==> src/rtl/conv_pkg.sv <==
`default_nettype none
// ============================================================================
// Module      : conv_pkg
// Description : Shared types for the convolution frame sequencer and its
//               elastic pixel buffer (pixel, per-pixel tags, sequencer FSM).
// Revision    : 1.0 - initial release
// ============================================================================
package conv_pkg;

  typedef logic [7:0] pixel_t;

  // Raster position tags travelling with each pixel
  typedef struct packed {
    logic sof;
    logic eof;
    logic sol;
    logic eol;
  } px_tag_t;

  // One buffered pixel: value plus its tags
  typedef struct packed {
    pixel_t  px;
    px_tag_t tag;
  } px_entry_t;

  typedef enum logic [1:0] {
    IDLE  = 2'd0,
    RUN   = 2'd1,
    DRAIN = 2'd2,
    DONE  = 2'd3
  } seq_state_t;

endpackage
`default_nettype wire

==> src/rtl/px_elastic_fifo.sv <==
`default_nettype none
// ============================================================================
// Module      : px_elastic_fifo
// Description : Synchronous FIFO of tagged pixels with push/pop/flush and an
//               occupancy count. Simultaneous push and pop keep the count.
// Revision    : 1.0 - initial release
// ============================================================================
module px_elastic_fifo
  import conv_pkg::*;
#(
  parameter int DEPTH = 4
) (
  input  logic                       clk,
  input  logic                       rst,
  input  logic                       push,
  input  px_entry_t                  push_data,
  input  logic                       pop,
  input  logic                       flush,
  output px_entry_t                  head,
  output logic [$clog2(DEPTH):0]     count
);

  localparam int AW = $clog2(DEPTH);
  localparam int CW = AW + 1;
  localparam logic [CW-1:0] c_full = CW'(DEPTH);

  px_entry_t     mem_q [DEPTH];
  px_entry_t     mem_d [DEPTH];
  logic [AW-1:0] wr_ptr_q, wr_ptr_d;
  logic [AW-1:0] rd_ptr_q, rd_ptr_d;
  logic [CW-1:0] count_q, count_d;
  logic          w_pop;
  logic          w_push;

  // Next-state for storage, pointers and count; flush overrides everything
  always_comb begin
    w_pop    = pop && (count_q != '0);
    w_push   = push && ((count_q != c_full) || w_pop);
    mem_d    = mem_q;
    wr_ptr_d = wr_ptr_q;
    rd_ptr_d = rd_ptr_q;
    count_d  = count_q;
    if (flush) begin
      wr_ptr_d = '0;
      rd_ptr_d = '0;
      count_d  = '0;
    end else begin
      if (w_push) begin
        mem_d[wr_ptr_q] = push_data;
        wr_ptr_d        = wr_ptr_q + 1'b1;
      end
      if (w_pop) begin
        rd_ptr_d = rd_ptr_q + 1'b1;
      end
      case ({w_push, w_pop})
        2'b10:   count_d = count_q + 1'b1;
        2'b01:   count_d = count_q - 1'b1;
        default: count_d = count_q;
      endcase
    end
  end

  // Storage and pointer registers
  always_ff @(posedge clk) begin
    if (rst) begin
      mem_q    <= '{default: '0};
      wr_ptr_q <= '0;
      rd_ptr_q <= '0;
      count_q  <= '0;
    end else begin
      mem_q    <= mem_d;
      wr_ptr_q <= wr_ptr_d;
      rd_ptr_q <= rd_ptr_d;
      count_q  <= count_d;
    end
  end

  assign head  = mem_q[rd_ptr_q];
  assign count = count_q;

endmodule
`default_nettype wire

==> src/rtl/conv_frame_sequencer.sv <==
`default_nettype none
// ============================================================================
// Module      : conv_frame_sequencer
// Description : Streams one raster frame from the image ROM per start pulse,
//               absorbs the 1-cycle ROM latency in an elastic buffer and
//               presents tagged pixels on a valid/ready interface.
// Revision    : 1.0 - initial release
// ============================================================================
module conv_frame_sequencer
  import conv_pkg::*;
#(
  parameter int IMG_W      = 640,
  parameter int IMG_H      = 960,
  parameter int ADDR_W     = 32,
  parameter int FIFO_DEPTH = 4
) (
  input  logic              clk,
  input  logic              rst,
  input  logic              start,
  input  logic              abort,
  output logic              busy,
  output logic              done,
  output logic [15:0]       frame_cnt,
  output logic [ADDR_W-1:0] rom_addr,
  input  logic [7:0]        rom_data,
  output logic              m_valid,
  input  logic              m_ready,
  output logic [7:0]        m_px,
  output logic              m_sof,
  output logic              m_eof,
  output logic              m_sol,
  output logic              m_eol
);

  localparam int XW = $clog2(IMG_W);
  localparam int YW = $clog2(IMG_H);
  localparam int CW = $clog2(FIFO_DEPTH) + 1;

  localparam logic [ADDR_W-1:0] c_last_addr = ADDR_W'(IMG_W * IMG_H - 1);
  localparam logic [XW-1:0]     c_x_last    = XW'(IMG_W - 1);
  localparam logic [YW-1:0]     c_y_last    = YW'(IMG_H - 1);
  localparam logic [CW:0]       c_depth     = (CW + 1)'(FIFO_DEPTH);

  seq_state_t        state_q, state_d;
  logic [ADDR_W-1:0] rom_addr_q, rom_addr_d;
  logic [XW-1:0]     x_q, x_d;
  logic [YW-1:0]     y_q, y_d;
  logic              pending_q, pending_d;
  px_tag_t           tag_q, tag_d;
  logic              eof_hs_q, eof_hs_d;
  logic [15:0]       frame_cnt_q, frame_cnt_d;

  logic              w_flush;
  logic              w_pop;
  logic [CW-1:0]     w_count;
  logic [CW:0]       w_occ;
  px_entry_t         w_head;
  px_entry_t         w_push_data;

  // Reads already in flight count against buffer space so it never overflows
  assign w_occ       = {1'b0, w_count} + {{CW{1'b0}}, pending_q};
  assign w_pop       = (w_count != '0) && m_ready;
  assign w_push_data = {rom_data, tag_q};

  px_elastic_fifo #(
    .DEPTH (FIFO_DEPTH)
  ) u_fifo (
    .clk       (clk),
    .rst       (rst),
    .push      (pending_q),
    .push_data (w_push_data),
    .pop       (w_pop),
    .flush     (w_flush),
    .head      (w_head),
    .count     (w_count)
  );

  // Sequencer next-state: issue control, raster counters, tags, completion
  always_comb begin
    state_d     = state_q;
    rom_addr_d  = rom_addr_q;
    x_d         = x_q;
    y_d         = y_q;
    pending_d   = 1'b0;
    tag_d       = tag_q;
    eof_hs_d    = 1'b0;
    frame_cnt_d = frame_cnt_q;
    w_flush     = 1'b0;

    case (state_q)
      IDLE: begin
        if (start) begin
          state_d    = RUN;
          rom_addr_d = '0;
          x_d        = '0;
          y_d        = '0;
        end
      end
      RUN: begin
        if (w_occ < c_depth) begin
          pending_d  = 1'b1;
          rom_addr_d = rom_addr_q + 1'b1;
          tag_d.sol  = (x_q == '0);
          tag_d.eol  = (x_q == c_x_last);
          tag_d.sof  = (x_q == '0) && (y_q == '0);
          tag_d.eof  = (x_q == c_x_last) && (y_q == c_y_last);
          if (x_q == c_x_last) begin
            x_d = '0;
            y_d = (y_q == c_y_last) ? '0 : y_q + 1'b1;
          end else begin
            x_d = x_q + 1'b1;
          end
          if (rom_addr_q == c_last_addr) begin
            state_d = DRAIN;
          end
        end
      end
      DRAIN: begin
        // The eof handshake is registered, so DONE follows one cycle later
        eof_hs_d = w_pop && w_head.tag.eof;
        if (eof_hs_q) begin
          state_d     = DONE;
          frame_cnt_d = frame_cnt_q + 1'b1;
        end
      end
      DONE: begin
        state_d = IDLE;
      end
      default: begin
        state_d = IDLE;
      end
    endcase

    // Abort beats everything, including a simultaneous start in IDLE
    if (abort) begin
      state_d     = IDLE;
      rom_addr_d  = '0;
      x_d         = '0;
      y_d         = '0;
      pending_d   = 1'b0;
      eof_hs_d    = 1'b0;
      frame_cnt_d = frame_cnt_q;
      w_flush     = 1'b1;
    end
  end

  // Sequencer state registers
  always_ff @(posedge clk) begin
    if (rst) begin
      state_q     <= IDLE;
      rom_addr_q  <= '0;
      x_q         <= '0;
      y_q         <= '0;
      pending_q   <= 1'b0;
      tag_q       <= '0;
      eof_hs_q    <= 1'b0;
      frame_cnt_q <= '0;
    end else begin
      state_q     <= state_d;
      rom_addr_q  <= rom_addr_d;
      x_q         <= x_d;
      y_q         <= y_d;
      pending_q   <= pending_d;
      tag_q       <= tag_d;
      eof_hs_q    <= eof_hs_d;
      frame_cnt_q <= frame_cnt_d;
    end
  end

  assign busy      = (state_q != IDLE);
  assign done      = (state_q == DONE);
  assign frame_cnt = frame_cnt_q;
  assign rom_addr  = rom_addr_q;
  assign m_valid   = (w_count != '0);
  // Head is masked when empty so stale entries never leak onto the outputs
  assign m_px      = m_valid ? w_head.px      : '0;
  assign m_sof     = m_valid & w_head.tag.sof;
  assign m_eof     = m_valid & w_head.tag.eof;
  assign m_sol     = m_valid & w_head.tag.sol;
  assign m_eol     = m_valid & w_head.tag.eol;

endmodule
`default_nettype wire

==> config.mk <==
export PLATFORM = sky130hd
export DESIGN_NAME = conv_frame_sequencer
export DESIGN_NICKNAME = d
export VERILOG_FILES = /design/src/rtl/conv_pkg.sv /design/src/rtl/px_elastic_fifo.sv /design/src/rtl/conv_frame_sequencer.sv
export SDC_FILE = /design/constraint.sdc
export NUM_CORES = 1
export LEC_CHECK = 0
export CAP_MARGIN = 25
export CORE_ASPECT_RATIO = 1.2
export CORE_MARGIN = 4
export CORE_UTILIZATION = 56
export CTS_CLUSTER_DIAMETER = 50
export DETAILED_ROUTE_END_ITERATION = 8
export PLACE_DENSITY = 0.8
export SLEW_MARGIN = 10
export SYNTH_ARGS = -nofsm -noshare
export SYNTH_HDL_FRONTEND = slang
export SYNTH_SLANG_ARGS = --single-unit
==> constraint.sdc <==
create_clock -name clk -period 2.66 [get_ports clk]
set_clock_uncertainty 0.15 [all_clocks]
set_input_delay 0.399 -clock clk [delete_from_list [all_inputs] [get_ports clk]]
set_output_delay 0.399 -clock clk [all_outputs]
set_load 0.01 [all_outputs]
==> out/qor.tcl, run 1 <==
set qor(run_status) {finished, final reports clean}
set qor(worstPathArrival_ns) 2.07
set qor(synthArstFlopShare) 0
set qor(synth.cell_area_mm2) 0.00632
set qor(grt_pass1_wl_um) 27700
set qor(dieArea_mm2) 0.0130
set qor(layout_net_count) 851
set qor(totalWireLength_um) 16500
set qor(synth_warnings) 0
set qor(slew_viol_final) 0
set qor(routabilityCongestion) 0.879
set qor(floorplan.rows) 42
set qor(postSynthNetCount) 753
set qor(drive_gt1_frac) 0.138
set qor(diodes) 0
set qor(placeableCoreArea_mm2) 0.0110
set qor(power.switching_mw) 1.01
set qor(number_of_hold_repair_buffers_added_at_the_cts_stage) 0
set qor(setup_tns_ns) 0
set qor(slew-limit-headroom) 0.459
set qor(synth.area.top_cells) {sky130_fd_sc_hd__dfxtp_1, sky130_fd_sc_hd__nand3_1, sky130_fd_sc_hd__a21oi_1}
set qor(worstReg2RegEnd) {rom_addr[25]}
set qor(fillers) 818
set qor(post_layout_power_mw) 4.81
set qor(io-pin-count) 76
set qor(internal_power_mw) 3.81
set qor(power_per_standard_cell_area_mw_per_mm2) 596
set qor(hold_path_startpoint) {u_fifo.mem_q[10]}
set qor(number_of_vias_in_the_routed_layout) 5799
set qor(max-vdd-ir-drop_mv) 0.353
set qor(r2r_slack_ns) 0.14
set qor(start_to_end_type_of_the_worst_setup_path) {reg -> out}
set qor(yosys_register_bits) 131
set qor(finalWorstPathRequiredPeriod_ns) 2.61
set qor(first_drt_pass_iteration_count) 5
set qor(dp_worst_setup_slack_ns) -0.128
set qor(post_synth.cell_area_avg_um2) 8.72
set qor(class_of_the_tightest_hold_or_removal_check) {reg -> reg}
set qor(drc_errors) 0
set qor(least_setup_slack_across_all_paths_after_layout_ns) 0.0453
set qor(worst_hold_path.endpoint) {u_fifo.mem_q[10]}
set qor(final-setup-viol-count) 0
set qor(grt_antenna_before_repair) 0
set qor(yosys.area.top_type) {sky130_fd_sc_hd__dfxtp_1}
set qor(final.period_utilization) 0.983
set qor(die_width_um) 105
set qor(numPlacedInstances) 930
set qor(max_slew.worst_pin.slew_ns) 0.809
set qor(floorplan.initialDensity) 0.572
set qor(htreeDepth) 4
set qor(areaGrowthSynthToFinish_pct) 27.8
set qor(cts_buffers) 17
set qor(critPathCaptureType) {output port}
set qor(drt_iter0_markers) 492
set qor(share_seq_of_total_power) 0.411
set qor(finalHoldViolations) 0
set qor(clkLatencyLatePin_ns) 0.42
set qor(cts_tree) {yes}
set qor(most_common_cell_after_layout_fill_and_taps_aside) {sky130_fd_sc_hd__dfxtp_1}
set qor(multi_input_combinational_cell_area_mm2) 0.00345
set qor(die_h_um) 124
set qor(globalRouteOverflowTotal) 0
set qor(yosys.area.top_type_share) 0.415
set qor(layout_common_cells) {sky130_fd_sc_hd__dfxtp_1, sky130_fd_sc_hd__nand2_1, sky130_fd_sc_hd__nand3_1, sky130_fd_sc_hd__nor2_1, sky130_fd_sc_hd__a21oi_1}
set qor(synth_sequential_area_ratio) 0.415
set qor(power.combinational.fraction) 0.038
set qor(clkPwrFrac) 0.551
set qor(clock_transition_at_the_register_clock_pins_on_the_worst_setup_and_hold_paths_after_cts_ns) 0.06
set qor(clk_root_buffer_cell) {sky130_fd_sc_hd__clkbuf_16}
set qor(depth_of_the_worst_register_to_register_path) 7
set qor(layoutNonFillerInstCount) 967
set qor(post_synth_top_flop) {sky130_fd_sc_hd__dfxtp_1}
set qor(clock.fmax_ghz) 0.382
set qor(crit_fanout) 10
set qor(antenna_violation_net_count_after_detailed_routing) 0
set qor(routedWlPerCell_um) 17.0
set qor(dpl.hpwl_um) 10800
set qor(drv.max_cap_violation_count) 0
set qor(number_of_global_route_vias_before_repair) 5854
set qor(synth_enable_flop_cells) 0
set qor(viasPerCell) 6.00
set qor(cp.required_ns) 2.11
set qor(largest_net_degree_at_the_start_of_global_routing) 69
set qor(swShare) 0.209
set qor(cts.sinks) 131
set qor(track_usage) 0.257
set qor(synth.lib_cells_used.distinct) 62
set qor(static-leakage-power_nw) 2.76
set qor(synthesis.instances) 724
set qor(rr_startpoint) {state_q[1]}
set qor(io_buffers) 75
set qor(cts.path.max_buffers) 2
set qor(hold_depth) 2
set qor(final-seq-area_mm2) 0.00262
set qor(timing.critical_path.from_type) {flop}
set qor(final_core_util) 0.732
## area by class of cell
cell class / count / share of cell area
multi-input cells: 534 / 0.428
flip-flops and latches: 131 / 0.325
repair buffers: 116 / 0.133
clock buffers: 21 / 0.0595
clock inverters: 11 / 0.0246
well taps: 132 / 0.0205
inverters: 22 / 0.0102
## cells in the mapped netlist (10+ instances only)
master                       n
sky130_fd_sc_hd__nand4_1    17
sky130_fd_sc_hd__inv_1      21
sky130_fd_sc_hd__nand3_1    72
sky130_fd_sc_hd__ha_1       15
sky130_fd_sc_hd__nor3_1     10
sky130_fd_sc_hd__mux4_2     12
sky130_fd_sc_hd__nor2_1     72
sky130_fd_sc_hd__xnor2_1    27
sky130_fd_sc_hd__a21oi_1    70
sky130_fd_sc_hd__dfxtp_1   131
sky130_fd_sc_hd__and2_1     15
sky130_fd_sc_hd__clkbuf_1   23
sky130_fd_sc_hd__nand2_1    83
sky130_fd_sc_hd__xor2_1     23
sky130_fd_sc_hd__o21ai_0    13
## state kept, by name, summed over array words and instances, names as in the netlist
signal	flops
u_fifo.rd_ptr_q	2
u_fifo.count	3
u_fifo.mem_q	48
y_q	10
x_q	10
eof_hs_q	1
tag_q	4
rom_addr	32
pending_q	1
frame_cnt	16
u_fifo.wr_ptr_q	2
state_q	2
## stage by stage
stage                     area (µm²)  hold WS, ns
after floorplan                 6320        0.283
after global placement          7360        0.288
after detailed placement        7360        0.297
after CTS                       8040        0.305
after global routing            8070        0.325
final                           8070        0.303
## worst max path at each step
stage | startpoint | slack, ns | to
after global placement | m_ready | 0.01 | u_fifo.count[2]
after detailed placement | m_ready | -0.13 | u_fifo.count[2]
final | u_fifo.rd_ptr_q[0] | 0.05 | m_px[0]
after global routing | u_fifo.rd_ptr_q[0] | -0.0003 | m_px[3]
after floorplan | m_ready | 0.31 | u_fifo.count[2]
after CTS | u_fifo.rd_ptr_q[0] | 0.0009 | m_px[0]
## critical path, stage by stage, from the launching register on
cell and delay [ns]:
sky130_fd_sc_hd__dfxtp_1 0.35, sky130_fd_sc_hd__buf_12 0.16, sky130_fd_sc_hd__mux4_2 0.50, sky130_fd_sc_hd__and2_1 0.17, sky130_fd_sc_hd__clkdlybuf4s50_1 0.47
## what timing repair did
item | 4_1_cts | 5_1_grt
cloned | 0 | 0
resized for setup | 6 | 0
endpoints found under the hold margin | 0 | 0
setup endpoints to repair | 8 | 6
setup buffers | 1 | 4
## layer usage
metal	track usage	up-vias	wire length (µm)
met5	0	-	0
met3	0.0508	39	959
li1	-	2751	-
met1	0.297	2779	6470
met4	0.102	0	421
met2	0.462	230	8630
## logic make-up after synthesis
logic type,count (synthesis),share of synthesized area
AND/OR/NAND/NOR,337,0.282
flip-flops,131,0.415
AO/OA/AOI/OAI,111,0.105
buffers and inverters,59,0.0392
XOR/XNOR,50,0.0693
multiplexers,20,0.0567
adder cells (fa/ha/maj),16,0.0329
## power groups by stage
stage | Clock, mW | Sequential (mW) | Combinational (mW)
6_report | 2.65 | 1.98 | 0.182
3_3_place_gp | 0 | 2.02 | 0.173
2_1_floorplan | 0 | 2.02 | 0.112
5_1_grt | 2.76 | 1.98 | 0.198
4_1_cts | 2.67 | 1.98 | 0.181
3_5_place_dp | 0 | 2.02 | 0.179
(Power assumes the default switching activity.)
==> inputs of run 2 (changes only) <==
--- a/config.mk
+++ b/config.mk
@@ -11,6 +11,7 @@
 export CORE_UTILIZATION = 56
 export CTS_CLUSTER_DIAMETER = 50
 export DETAILED_ROUTE_END_ITERATION = 8
+export MAX_ROUTING_LAYER = met4
 export PLACE_DENSITY = 0.8
 export SLEW_MARGIN = 10
 export SYNTH_ARGS = -nofsm -noshare
==> out/qor.tcl, run 2 (synthesis gave the netlist of run 1 again) <==
set qor(share_seq_of_total_power) 0.412
set qor(number_of_hold_repair_buffers_added_at_the_cts_stage) 0
set qor(dpl_cell_area_mm2) 0.00736
set qor(clock_transition_at_the_register_clock_pins_on_the_worst_setup_and_hold_paths_after_cts_ns) 0.06
set qor(slew-limit-headroom) 0.476
set qor(most_flops_register) {u_fifo.mem_q}
set qor(drt_iter0_markers) 528
set qor(final-setup-viol-count) 0
set qor(clkLatencyLatePin_ns) 0.41
set qor(cts.sinks) 131
set qor(swShare) 0.208
set qor(internal_power_mw) 3.81
set qor(critical-path-slowest-cell) {sky130_fd_sc_hd__mux4_2}
set qor(floorplan.rows) 42
set qor(die_width_um) 105
set qor(cp.required_ns) 2.11
set qor(layout_net_count) 851
set qor(cts_buffers) 17
set qor(slew_viol_final) 0
set qor(grt_antenna_before_repair) 0
set qor(run_status) {finished, final reports clean}
set qor(power.switching_uw) 999
set qor(max_stage_delay_ns) 0.50
set qor(routedWlPerCell_um) 17.0
set qor(worstPathArrival_ns) 2.06
set qor(timing.critical_path.buf_inv) 2
set qor(class_of_the_tightest_hold_or_removal_check) {reg -> reg}
set qor(die_h_um) 124
set qor(clkPwrFrac) 0.550
set qor(largest_register_ff_count) 48
set qor(htreeDepth) 4
set qor(static-leakage-power_nw) 2.76
set qor(power.combinational.fraction) 0.038
set qor(cts_tree) {yes}
set qor(drc_errors) 0
set qor(cts.path.max_buffers) 2
set qor(dpl.hpwl_um) 10800
set qor(globalRouteOverflowTotal) 0
set qor(first_drt_pass_iteration_count) 5
set qor(fin_area_mm2) 0.00807
set qor(clock.fmax_ghz) 0.384
set qor(most_common_cell_after_layout_fill_and_taps_aside) {sky130_fd_sc_hd__dfxtp_1}
set qor(grt_pass1_wl_um) 27800
set qor(floorplan.initialDensity) 0.572
set qor(crit_fanout) 10
set qor(io_buffers) 75
set qor(min_hold_slack_ns) 0.303
set qor(io-pin-count) 76
set qor(max_slew.worst_pin.slew_ns) 0.783
set qor(number_of_global_route_vias_before_repair) 5863
set qor(finalHoldViolations) 0
set qor(cp_cell_sequence) {buf_12 > mux4_2 > and2_1 > clkdlybuf4s50_1}
set qor(start_to_end_type_of_the_worst_setup_path) {reg -> out}
set qor(largest_net_degree_at_the_start_of_global_routing) 69
set qor(timing.critical_path.from_type) {flop}
set qor(track_usage) 0.265
set qor(critPathCaptureType) {output port}
set qor(final.period_utilization) 0.980
set qor(routabilityCongestion) 0.894
set qor(diodes) 0
set qor(totalWireLength_um) 16400
set qor(drive_gt1_frac) 0.138
set qor(viasPerCell) 5.99
set qor(number_of_vias_in_the_routed_layout) 5794
set qor(drv.max_cap_violation_count) 0
set qor(finalWorstPathRequiredPeriod_ns) 2.61
set qor(layout_common_cells) {sky130_fd_sc_hd__dfxtp_1, sky130_fd_sc_hd__nand2_1, sky130_fd_sc_hd__nand3_1, sky130_fd_sc_hd__nor2_1, sky130_fd_sc_hd__a21oi_1}
set qor(areaGrowthSynthToFinish_pct) 27.8
set qor(power_per_standard_cell_area_mw_per_mm2) 595
set qor(max-vdd-ir-drop_mv) 0.350
set qor(placeableCoreArea_mm2) 0.0110
set qor(dieArea_mm2) 0.0130
set qor(clk_root_buffer_cell) {sky130_fd_sc_hd__clkbuf_16}
set qor(antenna_violation_net_count_after_detailed_routing) 0
set qor(path_delay_family) {buffers and inverters}
==> run 2: worst paths after layout <==
| path | startpoint | end | slack (ns) | cells past startpoint |
|---|---|---|---|---|
| worst max register to register | state_q[1] | rom_addr[25] | 0.17 | 7 |
| worst min-delay path | u_fifo.mem_q[10] | u_fifo.mem_q[10] | 0.30 | 2 |
| worst min register to register | u_fifo.mem_q[10] | u_fifo.mem_q[10] | 0.30 | 2 |
| worst max-delay path | u_fifo.rd_ptr_q[0] | m_px[0] | 0.05 | 4 |
==> run 2: per-layer routing <==
layer	GRT usage	wire (µm)	vias up
li1	-	-	2752
met1	0.302	6520	2755
met2	0.461	8640	238
met3	0.0456	846	49
met4	0.104	426	0
met5	-	0	-
==> run 2: what timing repair did <==
| item | in CTS | in global routing |
|---|---|---|
| resized for setup | 6 | 0 |
| buffers inserted | 1 | 4 |
| setup endpoints to repair | 8 | 6 |
==> run 2: final cells by class <==
type	count	area, µm²
Clock buffer	21	480
Clock inverter	11	199
Fill cell	818	2960
Inverter	22	82.6
Multi-Input combinational cell	534	3450
Sequential cell	131	2620
Tap cell	132	165
Timing Repair Buffer	116	1070
==> run 2: worst register-to-register path: cells and delay by family, from the launching register on <==
kind                     cells  cell delay [ns]
AO/OA/AOI/OAI                1             0.69
flip-flops                   1             0.35
XOR/XNOR                     1             0.23
buffers and inverters        2             0.35
adder cells (fa/ha/maj)      1             0.39
AND/OR/NAND/NOR              2             0.24
==> run 2: power groups by stage <==
stage / Sequential, mW / Clock, mW / Combinational, mW
after floorplan: 2.02 / 0 / 0.112
after global placement: 2.02 / 0 / 0.173
after CTS: 1.98 / 2.67 / 0.181
after detailed placement: 2.02 / 0 / 0.179
final: 1.98 / 2.64 / 0.182
after global routing: 1.98 / 2.75 / 0.199
==> run 2: per-stage QoR <==
step | total power, mW | cells | setup WS [ns] | setup TNS, ns | util
6_report | 4.81 | 967 | 0.0532 | 0 | 0.732
5_1_grt | 4.93 | 967 | -0.000152 | -0.000152 | 0.732
4_1_cts | 4.83 | 963 | 0.000886 | 0 | 0.729
3_5_place_dp | 2.20 | 930 | -0.128 | -0.128 | 0.667
3_3_place_gp | 2.20 | 930 | 0.0130 | 0 | 0.667
2_1_floorplan | 2.13 | 724 | 0.311 | 0 | -
